$ cat config.mk
export PLATFORM = sky130hd
export DESIGN_NAME = fetch_unit
export DESIGN_NICKNAME = d
export VERILOG_FILES = /design/src/rtl/fetch_unit.sv
export SDC_FILE = /design/constraint.sdc
export NUM_CORES = 1
export LEC_CHECK = 0
export BUFFER_PORTS_ARGS = -buffer_cell sky130_fd_sc_hd__buf_2
export CORE_MARGIN = 2
export CORE_UTILIZATION = 40
export DETAILED_ROUTE_END_ITERATION = 10
export PLACE_DENSITY = 0.72
export RECOVER_POWER = 50
export SETUP_SLACK_MARGIN = 0.3
export SLEW_MARGIN = 20
export SYNTH_ARGS = -nofsm -noshare
export SYNTH_HDL_FRONTEND = slang
export SYNTH_SLANG_ARGS = --single-unit
$ cat constraint.sdc
create_clock -name clk -period 3.29 [get_ports clk]
set_clock_uncertainty 0.15 [all_clocks]
set_input_delay 0.658 -clock clk [delete_from_list [all_inputs] [get_ports clk]]
set_output_delay 0.658 -clock clk [all_outputs]
set_load 0.005 [all_outputs]
$ cat src/rtl/fetch_unit.sv
// fetch_unit: instruction-fetch stage of the SISC processor.
// Holds the program counter and instruction register, drives the
// instruction-memory address, decodes the branch condition for the
// control FSM and keeps saturating fetch/branch debug counters.
module fetch_unit #(
  parameter int PC_W  = 16,
  parameter int CNT_W = 16
) (
  input  logic             clk,
  input  logic             rst_f,
  input  logic [31:0]      read_data,
  input  logic [3:0]       stat,
  input  logic             ir_load,
  input  logic             pc_write,
  input  logic             pc_sel,
  input  logic             br_sel,
  input  logic             pc_rst,
  output logic [PC_W-1:0]  pc_out,
  output logic [31:0]      instr,
  output logic [3:0]       opcode,
  output logic [3:0]       mm,
  output logic [15:0]      imm,
  output logic             br_cond,
  output logic [CNT_W-1:0] fetch_cnt,
  output logic [CNT_W-1:0] br_cnt
);

  logic [PC_W-1:0]    r_pc;
  logic [31:0]        r_ir;
  logic [CNT_W-1:0]   r_fetch_cnt;
  logic [CNT_W-1:0]   r_br_cnt;

  logic [PC_W-1:0]    w_pc_nxt;
  logic               w_br_taken;
  logic signed [15:0] w_imm_s;
  logic [PC_W-1:0]    w_off;
  logic [PC_W-1:0]    w_abs;

  // Counters stick at all-ones instead of wrapping.
  function automatic logic [CNT_W-1:0] sat_inc(input logic [CNT_W-1:0] v);
    return (&v) ? v : v + CNT_W'(1);
  endfunction

  assign w_imm_s = signed'(r_ir[15:0]);
  assign w_off   = PC_W'(w_imm_s);      // sign-extended branch offset
  assign w_abs   = PC_W'(r_ir[15:0]);   // zero-extended absolute target

  // Next-PC selection: clear beats increment beats branch; otherwise hold.
  always_comb begin
    w_pc_nxt   = r_pc;
    w_br_taken = 1'b0;
    if (pc_rst) begin
      w_pc_nxt = '0;
    end else if (pc_write) begin
      if (!pc_sel) begin
        w_pc_nxt = r_pc + PC_W'(1);
      end else begin
        w_br_taken = 1'b1;
        w_pc_nxt   = br_sel ? w_abs : (r_pc + w_off);
      end
    end
  end

  // PC register; relative branches use the pre-edge PC as their base.
  always_ff @(posedge clk or negedge rst_f) begin
    if (!rst_f) r_pc <= '0;
    else        r_pc <= w_pc_nxt;
  end

  // Instruction register captures memory data for the pre-edge PC.
  always_ff @(posedge clk or negedge rst_f) begin
    if (!rst_f)       r_ir <= '0;
    else if (ir_load) r_ir <= read_data;
  end

  // Debug counters; only the asynchronous reset clears them.
  always_ff @(posedge clk or negedge rst_f) begin
    if (!rst_f) begin
      r_fetch_cnt <= '0;
      r_br_cnt    <= '0;
    end else begin
      if (ir_load)    r_fetch_cnt <= sat_inc(r_fetch_cnt);
      if (w_br_taken) r_br_cnt    <= sat_inc(r_br_cnt);
    end
  end

  // Branch condition: BRA/BRR test any masked flag, BNE/BNR test none.
  always_comb begin
    br_cond = 1'b0;
    case (r_ir[31:28])
      4'd4, 4'd5: br_cond =  |(stat & r_ir[27:24]);
      4'd6, 4'd7: br_cond = ~|(stat & r_ir[27:24]);
      default:    br_cond = 1'b0;
    endcase
  end

  assign pc_out    = r_pc;
  assign instr     = r_ir;
  assign opcode    = r_ir[31:28];
  assign mm        = r_ir[27:24];
  assign imm       = r_ir[15:0];
  assign fetch_cnt = r_fetch_cnt;
  assign br_cnt    = r_br_cnt;

endmodule

==> reports/summary.log <==
INFO  floorplanning  die_area=0.01292sqmm
INFO  cts            tritoncts=built
INFO  cts            clock_root_buffer=clkbuf_16
INFO  setup_path     ff2ff_setup_slack=530ps
INFO  layout         diodes=0
INFO  logic_synthesis postSynth.asyncResetShare=100.0%
INFO  global_routing number_of_antenna_violations_at_the_first_check_in_global_routing=0
INFO  place          buffer_ports.inserted=147
INFO  detailed_routing drc=0
INFO  setup_path     element_type_at_the_critical_path_end=register
INFO  setup_path     rr_endpoint=pc_out[6]$_DFFE_PN0P_
INFO  detailed_routing via_count=4245
INFO  setup_path     crit-reg2reg-launch=pc_out[0]$_DFFE_PN0P_
INFO  detailed_routing finalWirelength=12030um
INFO  floorplanning  io_pins=148
INFO  setup_path     critical_path_arrival=2830ps
INFO  sta            slew_violations=81
INFO  cts            cts.htree.levels=3
INFO  cts            cts_setup_buffers=0
INFO  place          place_hpwl=8850um
INFO  cts            clk_pin_slew=60ps
INFO  logic_synthesis yosys.cell_count.top_type=dfrtp_1
INFO  detailed_routing wl_per_cell=15.68um
INFO  sta            max_freq=362.6MHz
INFO  floorplanning  std_cell_rows=40
INFO  layout         layout-area-overhead-vs-synth=21.33%
INFO  detailed_routing antenna_left=0
INFO  logic_synthesis synthAdderAreaFrac=5.098%
INFO  sta            timing_hold_violations_final=0
INFO  detailed_routing mean_number_of_vias_per_cell=5.535
INFO  min_path       hp-start=fetch_cnt[7]$_DFFE_PN0P_
INFO  floorplanning  design.core.area=0.01186sqmm
INFO  logic_synthesis synth-simple-area-share=16.98%
INFO  status         violations=capacitance limit, slew limit
INFO  logic_synthesis post-synth-top-area-cell=dfrtp_1
INFO  sta            worstMarginPinSlew=1953ps
INFO  sta            grt_setup_unrepaired=false
INFO  setup_path     critical_path_peak_fanout=8
INFO  logic_synthesis synth_compound_gate_area_share=14.30%
INFO  pwr            power.leakage=2.807nW
INFO  logic_synthesis ys_seq_elements=80
INFO  layout         drive_gt1_share=33.23%
INFO  floorplanning  die_height=113.7um
INFO  logic_synthesis synth_sequential_area_ratio=41.61%
INFO  layout         multiInputGateArea=0.002515sqmm
INFO  cts            holdBufCountCts=0
INFO  place          dpl_cell_area=0.005507sqmm
INFO  detailed_routing dr.pass1.iters=4
INFO  cts            worst_skew_pair.late_latency=340ps
INFO  sta            setup_tns=0ps
INFO  global_routing number_of_global_route_vias_before_repair=3992
INFO  global_routing grt_start_max_net_pins=81
INFO  logic_synthesis post_synth_inst_count=495
INFO  layout         fillCellCount=1081
INFO  setup_path     ff2ff_path_depth=10
INFO  floorplanning  initial_core_util=40.56%
INFO  pwr            power.ir.vdd_worst=0.3489mV
INFO  logic_synthesis synth_mux_area_share=8.973%
INFO  logic_synthesis syn_area_per_cell=9.719squm
INFO  logic_synthesis synth_xor_xnor_area_share=6.918%
INFO  setup_path     worstSetupPathType=reg -> reg
INFO  global_routing globalRouteOverflowTotal=0
INFO  sta            maxSlewHeadroom=-30.18%
INFO  sta            min_period=2758ps
INFO  cts            cts_buffer_depth=2
INFO  logic_synthesis count_of_cell_types_in_the_netlist=61
INFO  setup_path     worst_setup_path_start_kind=register
INFO  sta            period_share=83.82%
INFO  min_path       whs_endpoint=fetch_cnt[7]$_DFFE_PN0P_
INFO  layout         num-nets-final=678
INFO  setup_path     worstPathRequired=3360ps
INFO  logic_synthesis synth-main-ff-cell=dfrtp_1
INFO  sta            setup_viol=0
INFO  cts            cts_repair_resize_count=0
INFO  cts            clock_sinks=80
INFO  logic_synthesis mappedNetlistArea=0.004811sqmm
INFO  place          gp_weighted_congestion=0.9392
INFO  cts            cts-buffers-inserted=9
INFO  logic_synthesis ys_top_cells_by_count=dfrtp_1, nand2_1, nor2_1
INFO  layout         final_design_area_no_fill=0.005837sqmm
INFO  logic_synthesis netlist.area_leader.share=41.61%
INFO  logic_synthesis count_of_flip_flops_with_a_built_in_enable_after_synthesis=0
INFO  global_routing first_pass_grt_wire_length=19720um
INFO  logic_synthesis yosys_warnings=0
INFO  detailed_routing drt_first_iter_violations=189
INFO  logic_synthesis syn_nets=557
INFO  logic_synthesis synth_top_family_by_area=simple AND/OR/NAND/NOR gates
INFO  floorplanning  fp.dieW=113.7um
INFO  min_path       hold_depth=1
INFO  min_path       hold_class=reg -> reg
INFO  pwr            power_per_cell_area=528.6mW/mm^2
INFO  layout         layout.area.seq=0.002002sqmm
INFO  global_routing grt_resource_usage_total=19.21%
INFO  logic_synthesis netlist_top_cells_area=dfrtp_1, mux2_2, ha_1
INFO  status         run_status=finished with violations
INFO  run            max-cap-violations=1
metrics by stage:
step           hold WS (ps)  worst slack [ps]  util (%)  std cells  power [W]
6_report              341.6             532.3     49.21        767   0.003086
5_1_grt               363.8             324.9     49.21        767   0.003256
4_1_cts               341.9             566.3     49.31        767   0.003127
3_5_place_dp          328.3             587.0     46.42        752   0.001944
3_3_place_gp          323.9             752.2     46.42        752   0.001914
2_1_floorplan         212.4             877.4         -        495   0.001680
flip-flops by register name, indices dropped and copies added (netlist names):
signal and cells:
instr 32, fetch_cnt 16, br_cnt 16, pc_out 16
per-layer routing:
metal | GRT usage [%] | wire length [um] | up-vias
li1 | - | - | 2008
met1 | 25.83 | 5385 | 2055
met2 | 30.30 | 5561 | 164
met3 | 5.154 | 871 | 18
met4 | 6.341 | 208 | 0
met5 | 0 | 0 | -
logic make-up after synthesis:
| logic type | count (synthesis) |
|---|---|
| fa+ha+maj | 19 |
| flops | 80 |
| buf+inv | 52 |
| simple gates | 164 |
| compound gates | 103 |
| xor+xnor | 38 |
| mux | 39 |
placed cells by master (no fill, tap or decap), drive strengths merged, types with 18 or more instances in the layout:
cell / Yosys / layout
xnor2: 25 / 25
nor2: 41 / 41
ha: 18 / 18
buf: 27 / 143
nand2: 44 / 44
mux2: 33 / 33
nand3: 20 / 20
a21oi: 25 / 25
dfrtp: 80 / 80
o21ai: 25 / 25
power by group:
group	switching, W	internal [W]	leakage, nW
clock network	0.000403	0.000759	0.169
registers	0.000163	0.00110	1.02
logic	0.000327	0.000330	1.62
area by class of cell:
type	instances	share of cell area (%)
multi-input cells	363	43.09
flip-flops and latches	80	34.30
repair buffers	150	12.82
clock buffers	10	4.094
well taps	147	3.151
clock inverters	5	1.779
inverters	12	0.7717
critical path, cell delays in order, from the launching register on:
cell      delay [ps]
dfrtp_1          480
ha_1             260
inv_1             70
fa_1             410
nor2b_1          160
o21ai_2           80
a21boi_2         250
o21ai_0          150
or3b_2           210
a31oi_1           80
o41ai_1          350
worst max path at each step:
stage                                startpoint                      to  slack [ps]
after floorplan           pc_out[0]$_DFFE_PN0P_   pc_out[6]$_DFFE_PN0P_         880
after global placement                   pc_sel  br_cnt[13]$_DFFE_PN0P_         750
after detailed placement  pc_out[0]$_DFFE_PN0P_   pc_out[6]$_DFFE_PN0P_         590
after CTS                 pc_out[0]$_DFFE_PN0P_   pc_out[6]$_DFFE_PN0P_         570
after global routing                     pc_sel  br_cnt[13]$_DFFE_PN0P_         320
final                     pc_out[0]$_DFFE_PN0P_   pc_out[6]$_DFFE_PN0P_         530
(Power assumes the default switching activity.)
